--- config.mk ---
export PLATFORM = sky130hd
export DESIGN_NAME = etaii_correct_ctrl
export DESIGN_NICKNAME = d
export VERILOG_FILES = /design/src/rtl/etaii_correct_ctrl.sv
export SDC_FILE = /design/constraint.sdc
export NUM_CORES = 1
export LEC_CHECK = 0
export CORE_ASPECT_RATIO = 1.25
export CORE_UTILIZATION = 52
export CTS_CLUSTER_DIAMETER = 80
export DETAILED_ROUTE_END_ITERATION = 16
export DONT_BUFFER_PORTS = 1
export GPL_ROUTABILITY_DRIVEN = 1
export HOLD_SLACK_MARGIN = 0.08
export MAX_ROUTING_LAYER = met4
export PLACE_DENSITY = 0.68
export SYNTH_ARGS = -nofsm -noshare
export SYNTH_HDL_FRONTEND = slang
export SYNTH_SLANG_ARGS = --single-unit
--- constraint.sdc ---
create_clock -name clk -period 8.27 [get_ports clk]
set_input_delay 0.4135 -clock clk [delete_from_list [all_inputs] [get_ports clk]]
set_output_delay 0.4135 -clock clk [all_outputs]
set_load 0.02 [all_outputs]
--- src/rtl/etaii_correct_ctrl.sv ---
// Variable-latency controller for a segmented error-tolerant adder: one exactness check per op,
// then optional iterative carry settling. Optional counters under `ETAII_CTRL_STATS_EN.
module etaii_correct_ctrl #(
   parameter int unsigned WIDTH = 32,
   parameter int unsigned SEG   = 4,
   parameter int unsigned ITW   = $clog2(WIDTH / SEG)
) (
   input  logic             clk,
   input  logic             rst,
   input  logic             in_valid,
   output logic             in_ready,
   input  logic [WIDTH-1:0] in_a,
   input  logic [WIDTH-1:0] in_b,
   input  logic             in_exact,
   output logic             out_valid,
   input  logic             out_ready,
`ifdef ETAII_CTRL_STATS_EN
   input  logic             stat_clr,
   output logic [31:0]      stat_ops,
   output logic [31:0]      stat_errs,
   output logic [31:0]      stat_iters,
`endif
   output logic [WIDTH-1:0] out_sum,
   output logic             out_cout,
   output logic             out_err,
   output logic [ITW-1:0]   out_iters
);

   localparam int unsigned NSEG = WIDTH / SEG;
   // cin_1 is exact after the initial load, so at most NSEG-2 updates are ever needed
   localparam logic [ITW-1:0] MaxIters = ITW'(NSEG - 2);

   typedef enum logic [1:0] {StIdle, StChk, StCorr, StDone} state_t;

   state_t           state_q, state_d;
   logic [WIDTH-1:0] a_q, a_d, b_q, b_d;
   logic             exact_q, exact_d, err_q, err_d;
   logic [NSEG-1:0]  cin_q, cin_d;
   logic [ITW-1:0]   iters_q, iters_d;

   logic [NSEG-1:0]  seg_co, seg_gen, nxt, init_cin;
   logic [WIDTH-1:0] seg_sum;
   logic [SEG:0]     seg_t, gen_t;

   // Segment adders on registered operands plus generate-only carries of the incoming operands
   always_comb begin
      seg_co  = '0;
      seg_gen = '0;
      seg_sum = '0;
      seg_t   = '0;
      gen_t   = '0;
      for (int k = 0; k < NSEG; k++) begin
         seg_t = {1'b0, a_q[k*SEG +: SEG]} + {1'b0, b_q[k*SEG +: SEG]} + {{SEG{1'b0}}, cin_q[k]};
         seg_sum[k*SEG +: SEG] = seg_t[SEG-1:0];
         seg_co[k] = seg_t[SEG];
         gen_t = {1'b0, in_a[k*SEG +: SEG]} + {1'b0, in_b[k*SEG +: SEG]};
         seg_gen[k] = gen_t[SEG];
      end
      nxt      = {seg_co[NSEG-2:0], 1'b0};
      init_cin = {seg_gen[NSEG-2:0], 1'b0};
   end

   always_ff @(posedge clk or posedge rst) begin
      if (rst) begin
         state_q <= StIdle;
         a_q     <= '0;
         b_q     <= '0;
         exact_q <= 1'b0;
         err_q   <= 1'b0;
         cin_q   <= '0;
         iters_q <= '0;
      end else begin
         state_q <= state_d;
         a_q     <= a_d;
         b_q     <= b_d;
         exact_q <= exact_d;
         err_q   <= err_d;
         cin_q   <= cin_d;
         iters_q <= iters_d;
      end
   end

   always_comb begin
      state_d = state_q;
      a_d     = a_q;
      b_d     = b_q;
      exact_d = exact_q;
      err_d   = err_q;
      cin_d   = cin_q;
      iters_d = iters_q;
      unique case (state_q)
         StIdle: begin
            if (in_valid) begin
               a_d     = in_a;
               b_d     = in_b;
               exact_d = in_exact;
               cin_d   = init_cin;
               iters_d = '0;
               err_d   = 1'b0;
               state_d = StChk;
            end
         end
         StChk: begin
            if (nxt == cin_q) begin
               state_d = StDone;
            end else begin
               err_d = 1'b1;
               if (exact_q) begin
                  cin_d   = nxt;
                  iters_d = ITW'(1);
                  state_d = StCorr;
               end else begin
                  state_d = StDone;
               end
            end
         end
         StCorr: begin
            if (nxt == cin_q || iters_q == MaxIters) begin
               state_d = StDone;
            end else begin
               cin_d   = nxt;
               iters_d = iters_q + ITW'(1);
            end
         end
         StDone: begin
            if (out_ready) state_d = StIdle;
         end
         default: state_d = StIdle;
      endcase
   end

   always_comb begin
      in_ready  = (state_q == StIdle);
      out_valid = (state_q == StDone);
      out_sum   = out_valid ? seg_sum : '0;
      out_cout  = out_valid & seg_co[NSEG-1];
      out_err   = out_valid & err_q;
      out_iters = out_valid ? iters_q : '0;
   end

`ifdef ETAII_CTRL_STATS_EN
   logic [31:0] ops_q, ops_d, errs_q, errs_d, its_q, its_d;
   logic [32:0] its_sum;

   always_ff @(posedge clk or posedge rst) begin
      if (rst) begin
         ops_q  <= '0;
         errs_q <= '0;
         its_q  <= '0;
      end else begin
         ops_q  <= ops_d;
         errs_q <= errs_d;
         its_q  <= its_d;
      end
   end

   // Clear has priority over a coincident result handshake; all counters saturate
   always_comb begin
      ops_d   = ops_q;
      errs_d  = errs_q;
      its_d   = its_q;
      its_sum = {1'b0, its_q} + {{(33-ITW){1'b0}}, out_iters};
      if (stat_clr) begin
         ops_d  = '0;
         errs_d = '0;
         its_d  = '0;
      end else if (out_valid && out_ready) begin
         if (ops_q != '1) ops_d = ops_q + 32'd1;
         if (out_err && errs_q != '1) errs_d = errs_q + 32'd1;
         its_d = its_sum[32] ? '1 : its_sum[31:0];
      end
   end

   assign stat_ops   = ops_q;
   assign stat_errs  = errs_q;
   assign stat_iters = its_q;
`endif

endmodule
**After elaboration in Yosys (flattened, before gate mapping)**

Index checks and enable logic that the tools add are counted.

- Word-level logic and storage cells: 73
- Output and inout bits: 39
- Register bits after elaboration: 79
- Input port bits: 69

- Eq/ne operators: 11
- Add/subtract/negate cells: 24
- Multiplexer cells: 21
- Reduce and logical (&&, ||, !) cells: 8
- Bitwise logic cells: 2

Operators with widths:

| operator | count |
|---|---|
| 4-bit by 4-bit adder with 5-bit output | 15 |
| 5-bit by 1-bit adder with 5-bit output | 8 |
| 32-bit two-way mux | 1 |
| 8-bit two-way mux | 4 |
| 8-bit case mux with 3 select lines | 1 |
| 3-bit two-way mux | 5 |
| 2-bit != test (second input constant) | 5 |
| 3-bit case mux with 3 select lines | 1 |
| 8-bit == test | 1 |
| 2-bit case mux with 4 select lines | 1 |
| 2-bit two-way mux | 3 |
| 3-bit AND reduction | 2 |
| 5-bit AND reduction | 1 |
| 2-bit == test (second input constant) | 2 |
| 1-bit two-way mux | 4 |
| 3-bit by 1-bit adder with 3-bit output (second input constant) | 1 |
| 3-bit == test (second input constant) | 1 |
| 3-bit nonzero test | 1 |
| 1-bit AND | 2 |
| 2-bit by 1-bit == test with 1-bit output (second input constant) | 1 |
| 2-bit logical NOT | 1 |
| 2-bit by 1-bit != test with 1-bit output (second input constant) | 1 |
| 1-bit case mux with 2 select lines | 1 |
| 2-bit AND reduction | 1 |
| other kinds (2) | 2 |

**Logic depth before layout (Yosys ltp)**

Gate-level depths: netlist (run 1).

- Word-level depth: 6
- Mapped depth: 10
- Mapped depth without buffers: 10

**Worst setup path before layout (run 1)**

Ideal clock, no wire load.

- Path kind: register to register
- Start: reg a_q[24]
- End: reg cin_q[1]
- Setup time: 0.125 ns
- Buffers on the path: 0
- Setup slack: 5.264 ns
- Data required time: 8.145 ns
- Period minus slack after synthesis: 3.006 ns
- Stages on the path, launching flop included: 10
- Data arrival time: 2.881 ns
- Path through: dfrtp_1 fa_1 fa_1 a21o_1 a21oi_2 xnor2_1 nor4_4 nand4_2 a32oi_4 mux2_4

- Longest elaborated chain between the ends: 6
- Elaborated cells on any way between the ends: 7
- Classes of those cells: add/sub: 2; eq/ne: 3; reduce/logical: 2

Ends and longest elaborated chain:

| item | line | text |
|---|---|---|
| from (decl) | 36 | `logic [WIDTH-1:0] a_q, a_d, b_q, b_d;` |
| from (signal assigned) | 66 | `a_q <= '0;` |
| from (signal assigned) | 74 | `a_q <= a_d;` |
| 4-bit by 4-bit adder with 5-bit output (*) | 53 | `seg_t = {1'b0, a_q[k*SEG +: SEG]} + {1'b0, b_q[k*SEG +: SEG]} + {{SEG{1'b0}}, cin_q[k]};` |
| 5-bit by 1-bit adder with 5-bit output (*) | 53 |  |
| 8-bit == test (*) | 104, 118 |  |
| 1-bit logical OR | 118 | `if (nxt == cin_q \|\| iters_q == MaxIters) begin` |
| 2-bit != test (no line) | -- |  |
| 5-bit AND reduction (no line) (*) | -- |  |
| to (signal assigned) | 78 | `cin_q <= cin_d;` |
| to (decl) | 38 | `logic [NSEG-1:0] cin_q, cin_d;` |

Mark *: on every way between the ends. The rest lies on a longest branch, timed or not.
A chain may end at the register's enable or synchronous reset.

**Worst setup path after layout (run 1)**

- Start: reg state_q[1]
- End: out out_sum[10]

- Longest elaborated chain between the ends: 2

Ends and longest elaborated chain:

| item | line | text |
|---|---|---|
| from (decl) | 35 | `state_t state_q, state_d;` |
| from (signal assigned) | 65 | `state_q <= StIdle;` |
| from (signal assigned) | 73 | `state_q <= state_d;` |
| 2-bit == test | 134 | `out_valid = (state_q == StDone);` |
| net out_valid | 15 | `output logic out_valid,` |
| 32-bit two-way mux | 135 | `out_sum = out_valid ? seg_sum : '0;` |
| to (decl) | 23 | `output logic [WIDTH-1:0] out_sum,` |

The timed path passes the listed nets, and every way through them passes these cells.

==> out/metrics.yaml, run 1 <==
syn_area_um2: 4980
period_minus_slack_ns: 3.46
path_buf_inv: 1
clock_power_share_pct: 16.1
numCtsBuffers: 9
maxCapViolations: 0
end_kind: "output pin"
combPwrFrac_pct: 56.9
cts_tree: "done"
post_cts_buffers: 0
finalClockSkew_ns: 0.00510
ant_nets: 0
yosysSeqAreaShare_pct: 39.2
ir_worst_vdd_uv: 215
power_density_nw_per_um2: 486
hp-class: "in2reg"
worst_ep_required_time_ns: 7.86
routedWlPerCell_um: 16.9
ys_warn_count: 0
slowest_delay_ns: 0.90
avgViaCountPerCell: 5.54
run_status: "finished, final reports clean"
start_kind: "register"
root_buffer: "clkbuf_16"
p_int_uw: 1530
worstMarginPinSlew_ns: 0.982
die_area_um2: 9970
arrival_ns: 3.05
core_um2: 9220
die_h_um: 111
globalRouteMet3Util_pct: 4.00
grt.met1_usage_pct: 24.2
postSynthCellCount: 426
num_antenna_cells: 0
placedCellCount: 539
antenna_found_initial: 0
nets: 563
path_cells: "ha_1 > clkinv_1 > nor3_1"
grt_start_max_net_pins: 79
syn_area_per_cell_um2: 11.7
die-width_um: 89.5
htreeDepth: 3
synth-seq-cells: 78
grt_pass1_wl_um: 15400
switching_share_pct: 42.2
crit_family: "buffers and inverters"
dr.pass1.iters: 4
place_congestion: 0.796
gr-usage-met2_pct: 35.9
total_switching_power_uw: 1110
drv_slew: 0
drc_errors: 0
hold_violations: 0
clk_latency_ns: 0.34
drive_above_1_share_pct: 24.5
grt_use_total_pct: 21.3
wirelength_um: 9370
synth_cell_types: 37
hpwl_um: 6970
grt_pass1_vias: 3350
synth_nets: 562
p_seq_share_pct: 27.1
grt_remaining_overflow: 0
slew_headroom_pct: 34.5
start_util_pct: 54.0
rsz0062_at_grt: "false"
cts.sinks: 78
top_usage_layer: "met2"
io_pins: 108
period_share_pct: 41.8
leakagePower_uw: 0.00257
crit_type: "reg2out"
fmax_mhz: 289
setup_viol: 0
cts_resized: 0
final_cells: 555
io_buffers: 0
area_growth_syn_to_layout_pct: 9.07
path_clk_slew_ns: 0.06
vias: 3076
drt-initial-drc-count: 140
rows: 39
cpMaxStageDelayCell: "clkinv_1"
postCtsHoldBufs: 0
p_total_uw: 2640
critPathMaxFanout: 26
setup_tns_ns: 0
clockBufferDepth: 2
==> routing by layer <==
metal  vias up  share of wire, %  routed length (um)
li1       1479                 -                   -
met1      1512                41                3810
met2        73                52                4890
met3        12               5.2                 487
met4         0               2.0                 186
met5         -                 0                   0
==> state kept, by name, summed over array words and instances (netlist names) <==
register	flops
iters_q	3
cin_q	7
b_q	32
a_q	32
exact_q	1
err_q	1
state_q	2
==> final cells by class <==
| cell class | instances | area (um2) |
|---|---|---|
| sequential | 78 | 1950 |
| multi-input combinational | 308 | 2880 |
| clock inverter | 6 | 85.1 |
| clock buffer | 10 | 239 |
| timing repair buffer | 2 | 15.0 |
| inverter | 28 | 106 |
| tap | 123 | 154 |
| fill | 751 | 3790 |
==> power groups by stage <==
stage	clock, uW	sequential [uW]	combinational [uW]
after floorplan	0	685	1280
after global placement	0	712	1480
after detailed placement	0	724	1520
after CTS	438	718	1530
after global routing	452	744	1680
final	424	715	1500
==> worst paths after layout <==
kind	start	endpoint	slack, ns	depth (start not counted)
setup reg to reg	a_q[24]$_DFFE_PP0P_	cin_q[5]$_DFFE_PP0P_	5.04	9
setup / recovery	state_q[1]$_DFFE_PP0P_	out_sum[10]	4.81	3
max in group asynchronous	rst	a_q[25]$_DFFE_PP0P_	7.37	2
hold reg to reg	b_q[7]$_DFFE_PP0P_	b_q[7]$_DFFE_PP0P_	0.51	1
min in group asynchronous	rst	a_q[31]$_DFFE_PP0P_	0.24	2
hold / removal	in_b[28]	b_q[28]$_DFFE_PP0P_	0.22	1
==> cell usage in the layout, fill, tap and decap left out, types with 8 or more instances in the layout <==
cell	Yosys	routed
dfrtp_1	78	78
mux2_2	65	65
ha_1	52	52
nor2_1	35	35
inv_1	27	26
a21oi_1	24	24
xor2_1	18	18
a21o_1	16	16
fa_1	15	15
and2_1	12	12
o21ai_0	9	9
clkbuf_16	0	9
mux2_4	8	8
==> cells by family after synthesis <==
logic type	share of synthesized area (%)
flops	39.2
compound gates	8.77
fa+ha+maj	19.1
xor+xnor	3.69
simple gates	8.69
mux	17.5
buf+inv	3.01
==> metrics by stage <==
step / hold slack, ns / utilization (%) / cell area [um2] / worst slack [ns]
6_report: 0.221 / 58.9 / 5430 / 4.81
2_1_floorplan: 0.484 / - / 4980 / 5.26
3_3_place_gp: 0.494 / 55.4 / 5110 / 5.06
4_1_cts: 0.208 / 58.9 / 5430 / 4.67
3_5_place_dp: 0.501 / 55.4 / 5110 / 5.03
5_1_grt: 0.209 / 58.9 / 5430 / 4.54
==> Yosys cell counts, drive strengths merged <==
cell type / number / share of area [%]
a211o: 2 / 0.35
nor2b: 7 / 0.88
nand2: 8 / 0.60
and4b: 2 / 0.40
mux2: 74 / 17
a21oi: 25 / 2.6
nand3: 1 / 0.35
xnor2: 3 / 0.53
mux2i: 1 / 0.20
nor2: 35 / 2.6
dfrtp: 78 / 39
fa: 15 / 6.0
nand2b: 7 / 0.88
a21o: 16 / 2.4
a211oi: 1 / 0.15
a32oi: 1 / 0.55
clkinv: 1 / 0.075
xor2: 18 / 3.2
a311o: 1 / 0.20
a31o: 7 / 1.2
o211ai: 1 / 0.15
nor3: 4 / 0.50
and2: 12 / 1.5
o21ai: 10 / 1.0
a31oi: 1 / 0.13
ha: 52 / 13
clkbuf: 12 / 0.90
and3: 1 / 0.13
nand4: 1 / 0.25
inv: 27 / 2.0
nor4: 2 / 0.55
No activity file was read; power rests on OpenSTA's default activity.
==> run 2, diff against run 1 <==
- clock period: 8.27 -> 3.3 ns (I/O delays scaled with it)
==> out/metrics.yaml, run 2 (synthesized netlist as in run 1, its figures left out) <==
io_buffers: 0  # unchanged
slew_headroom_pct: 37.1  # +2.6 points
ant_nets: 0  # unchanged
die_area_um2: 9970  # unchanged
die-width_um: 89.5  # unchanged
regArea_um2: 1950  # unchanged
fill_cells: 687  # -8.5%
power_density_nw_per_um2: 1100  # +130%
leakagePower_uw: 0.00298  # +16%
finalClockSkew_ns: 0.00546  # +0.000366 ns
drc_errors: 0  # unchanged
final_util_pct: 67.8  # +8.9 points
ir_worst_vdd_uv: 499  # +130%
grt_pass1_wl_um: 17200  # +12%
mostFrequentLayoutCells: "78 x dfrtp_1, 66 x dlygate4sd3_1, 65 x mux2_2"
nets: 658  # +17%
run_status: "finished, final reports clean"
arrival_ns: 3.41  # +0.36 ns
avgViaCountPerCell: 5.36  # -3.4%
cts.sinks: 78  # unchanged
antenna_found_initial: 0  # unchanged
cts_tree: "done"
grt_remaining_overflow: 0  # unchanged
area_growth_syn_to_layout_pct: 25.6
htreeDepth: 3  # unchanged
grt_pass1_vias: 3836  # +15%
end_kind: "register"
maxCapViolations: 0  # unchanged
dr_wl_met3_um: 427  # -12%
worstMarginPinSlew_ns: 0.944  # -0.0385 ns
rsz0062_at_grt: "false"
setup_viol: 0  # unchanged
setup_tns_ns: 0  # unchanged
top_layer_used: "met4"
drive_above_1_share_pct: 25.0  # +0.46 points
num_antenna_cells: 0  # unchanged
period_share_pct: 97.0
vias: 3465  # +13%
crit_type: "reg2reg"
wirelength_um: 10400  # +11%
final_common_cell: "dfrtp_1"
cts_resized: 0  # unchanged
pre_cts_ws_ns: 0.133  # -4.90 ns
root_buffer: "clkbuf_16"
start_kind: "register"
fmax_mhz: 312
hold_violations: 0  # unchanged
numCtsBuffers: 9  # unchanged
place_congestion: 0.818  # +2.8%
routedWlPerCell_um: 16.1  # -4.7%
cpMaxStageDelayCell: "fa_1"
clk_latency_ns: 0.33  # about the same
path_cells: "fa_1 > fa_1 > a21o_1 > a21oi_2 > xnor2_1 > nor4_4 > nand3_4 > a32oi_4 > buf_12 > mux2_4"
ff2ff_setup_slack_ns: 0.1  # -4.94 ns
grt_use_total_pct: 23.2  # +1.9 points
grt_start_max_net_pins: 55  # -30%
worst_ep_required_time_ns: 3.51  # -4.35 ns
placed_area_um2: 5350  # +4.8%
period_minus_slack_ns: 3.20
wl_met1_um: 4520  # +19%
layout_setup_ws_ns: 0.0998  # -4.71 ns
dr.pass1.iters: 4  # unchanged
reg.largest.list: "a_q: 32 flops, b_q: 32 flops, cin_q: 7 flops"
start_util_pct: 54.0  # unchanged
p_total_uw: 6900  # +160%
core_um2: 9220  # unchanged
rows: 39  # unchanged
clockBufferDepth: 2  # unchanged
io_pins: 108  # unchanged
path_clk_slew_ns: 0.06  # about the same
drt-initial-drc-count: 207  # +48%
drv_slew: 0  # unchanged
multi_input_area_um2: 2880  # unchanged
critPathMaxFanout: 8  # -69%
crit_path_frequent_cell: "fa_1"
wl_met2_um: 5240  # +7.1%
die_h_um: 111  # unchanged
stdcell_area_um2: 6250  # +15%
hpwl_um: 7350  # +5.4%
slowest_delay_ns: 0.47  # -0.43 ns
hp-class: "in2reg"
[run 2: cell types whose count changed in the layout (fill, tap and decap cells not counted), sizes merged]
| cell | previous run | this run |
|---|---|---|
| buf | 2 | 31 |
| clkinv | 4 | 5 |
| clkinvlp | 2 | 0 |
| bufinv | 2 | 0 |
| dlygate4sd3 | 0 | 66 |
[run 2: routing by layer]
| layer | vias up | global-route usage [%] |
|---|---|---|
| met5 | - | - |
| met4 | 0 | 9.31 |
| met3 | 21 | 3.34 |
| met2 | 83 | 38.0 |
| met1 | 1691 | 28.6 |
| li1 | 1670 | - |
[run 2: area by class of cell]
cell class              instances  share of cell area [%]
clock buffers                  10                    3.66
clock inverters                 3                   0.240
inverters                      28                    1.70
multi-input cells             308                    46.0
flip-flops and latches         78                    31.2
well taps                     123                    2.46
repair buffers                 97                    14.7
[run 2: where the power goes]
| group | switching (uW) | internal (uW) | total, uW |
|---|---|---|---|
| logic | 2180 | 2060 | 4240 |
| registers | 349 | 1450 | 1800 |
| clock network | 361 | 492 | 853 |
[run 2: worst paths after layout]
kind                                startpoint                   end  cells past startpoint
setup reg to reg           a_q[24]$_DFFE_PP0P_  cin_q[6]$_DFFE_PP0P_                     10
hold / removal                        in_valid     err_q$_DFFE_PP0P_                      3
max in group asynchronous                  rst    a_q[6]$_DFFE_PP0P_                      3
setup / recovery           a_q[24]$_DFFE_PP0P_  cin_q[6]$_DFFE_PP0P_                     10
hold reg to reg            b_q[10]$_DFFE_PP0P_   b_q[10]$_DFFE_PP0P_                      1
min in group asynchronous                  rst   b_q[31]$_DFFE_PP0P_                      2
[run 2: critical path, delay by kind of cell (launching register included)]
family	cells	cell delay, ns
AO/OA/AOI/OAI	3	0.68
buffers and inverters	1	0.18
flip-flops	1	0.39
XOR/XNOR	1	0.14
AND/OR/NAND/NOR	2	0.48
multiplexers	1	0.29
adder cells (fa/ha/maj)	2	0.91
[run 2: stage by stage]
step                      hold WS, ns  cells
after detailed placement        0.286    568
after CTS                       0.113    647
final                           0.119    647
after global placement          0.275    568
after floorplan                 0.316    426
after global routing            0.143    647
[run 2: repair_timing]
item                                   CTS  global route
hold buffers                            66             0
setup buffers                            0             0
endpoints found under the hold margin  118             0
==> run 3, diff against run 2 <==
- CORE_MARGIN: unset -> 2
==> out/metrics.yaml, run 3 (synthesized netlist as in run 1, its figures left out) <==
path_cells: "fa_1 > fa_1 > a21o_1 > a21oi_2 > xnor2_1 > nor4_4 > nand3_4 > a32oi_4 > buf_12 > mux2_4"
grt_use_total_pct: 22.6  # -0.58 points
arrival_ns: 3.35  # -0.06 ns
cts_tree: "done"
placedCellCount: 568  # unchanged
rsz0062_at_grt: "false"
reg2reg_from: "a_q[24]$_DFFE_PP0P_"
grt_remaining_overflow: 0  # unchanged
start_kind: "register"
numCtsBuffers: 9  # unchanged
dr.pass1.iters: 4  # unchanged
crit_start: "a_q[24]$_DFFE_PP0P_"
placed_area_um2: 5350  # unchanged
crit_family: "adder cells"
worst_ep_required_time_ns: 3.52  # about the same
maxCapViolations: 0  # unchanged
hold_ws_ns: 0.123  # +0.00398 ns
core_um2: 9220  # unchanged
period_share_pct: 94.9  # -2.1 points
leakagePower_uw: 0.00299  # +0.45%
rows: 39  # unchanged
crit_path_frequent_cell: "fa_1"
htreeDepth: 3  # unchanged
io_pins: 108  # unchanged
wirelength_um: 10600  # +2.0%
grt_pass1_vias: 3816  # -0.52%
hp-class: "in2reg"
crit_type: "reg2reg"
mostFrequentLayoutCells: "78 x dfrtp_1, 66 x dlygate4sd3_1, 65 x mux2_2"
fmax_mhz: 319  # +2.2%
clockBufferDepth: 2  # unchanged
drive_above_1_share_pct: 25.4  # +0.38 points
die_h_um: 113  # +1.8%
setup_tns_ns: 0  # unchanged
drt-initial-drc-count: 151  # -27%
vias: 3457  # -0.23%
finalClockSkew_ns: 0.00489  # -0.000575 ns
die_area_um2: 10400  # +4.1%
critPathMaxFanout: 8  # unchanged
end_kind: "register"
grt_pass1_wl_um: 18100  # +5.1%
setup_viol: 0  # unchanged
clk_latency_ns: 0.34  # about the same
io_buffers: 0  # unchanged
ir_worst_vdd_uv: 544  # +9.1%
place_congestion: 0.808  # -1.2%
routedWlPerCell_um: 16.3  # +1.4%
slew_headroom_pct: 32.3  # -4.8 points
final_cells: 651  # +0.62%
grt_start_max_net_pins: 60  # +9.1%
die-width_um: 91.5  # +2.2%
slowest_delay_ns: 0.47  # about the same
reg.largest.list: "a_q: 32 flops, b_q: 32 flops, cin_q: 7 flops"
path_buf_inv: 1  # unchanged
antenna_found_initial: 0  # unchanged
area_growth_syn_to_layout_pct: 26.3
hold_start: "in_valid"
stdcell_area_um2: 6290  # +0.52%
cpMaxStageDelayCell: "fa_1"
worstMarginPinSlew_ns: 1.01  # +0.0707 ns
hpwl_um: 7630  # +3.8%
hold_violations: 0  # unchanged
path_clk_slew_ns: 0.06  # about the same
power_density_nw_per_um2: 1110  # +0.39%
ant_nets: 0  # unchanged
num_antenna_cells: 0  # unchanged
avgViaCountPerCell: 5.31  # -0.84%
cts.sinks: 78  # unchanged
final_common_cell: "dfrtp_1"
nets: 659  # +0.15%
period_minus_slack_ns: 3.13  # -0.0689 ns
start_util_pct: 54.0  # unchanged
drc_errors: 0  # unchanged
root_buffer: "clkbuf_16"
run_status: "finished, final reports clean"
drv_slew: 0  # unchanged
## run 3: per-stage QoR
step                      worst slack [ns]  power (uW)  utilization (%)
after floorplan                      0.294        4930                -
after global placement               0.196        5840             58.0
after detailed placement             0.126        5990             58.0
after CTS                            0.118        6990             68.1
after global routing               0.00503        7570             68.2
final                                0.169        6960             68.2
## run 3: report_power, final
part	leakage, uW	switching (uW)	internal, uW
clock	0.000132	384	526
sequential	0.000933	356	1450
combinational	0.00193	2170	2080
## run 3: tightest hold or removal path: cells and delay by family
family	cells	cell delay, ns
simple gates	2	0.19
compound gates	1	0.07
## run 3: cell type report
class,count,area (um2)
fillers,672,2940
inverters,28,106
clock inverters,4,22.5
flip-flops and latches,78,1950
repair buffers,98,926
clock buffers,12,246
well taps,123,154
multi-input cells,308,2880
## run 3: metal layers
metal / part of all wire (%) / track usage, %
met5: 0 / -
met4: 1.7 / 9.29
met3: 4.4 / 3.10
met2: 52 / 38.5
met1: 41 / 27.1
## run 3: what timing repair did
item                                    4_1_cts  5_1_grt
setup buffers                                 0        1
hold endpoints to repair                    123        0
resized for setup                             0        0
endpoints found under the setup margin        0        6
hold buffers                                 66        0
## run 3: worst paths after layout
kind	to	slack, ns	cells past startpoint
setup reg to reg	cin_q[5]$_DFFE_PP0P_	0.17	10
max in group asynchronous	cin_q[3]$_DFFE_PP0P_	1.97	3
hold reg to reg	b_q[10]$_DFFE_PP0P_	0.51	1
min in group asynchronous	a_q[30]$_DFFE_PP0P_	0.49	2
setup / recovery	cin_q[5]$_DFFE_PP0P_	0.17	10
hold / removal	err_q$_DFFE_PP0P_	0.12	3
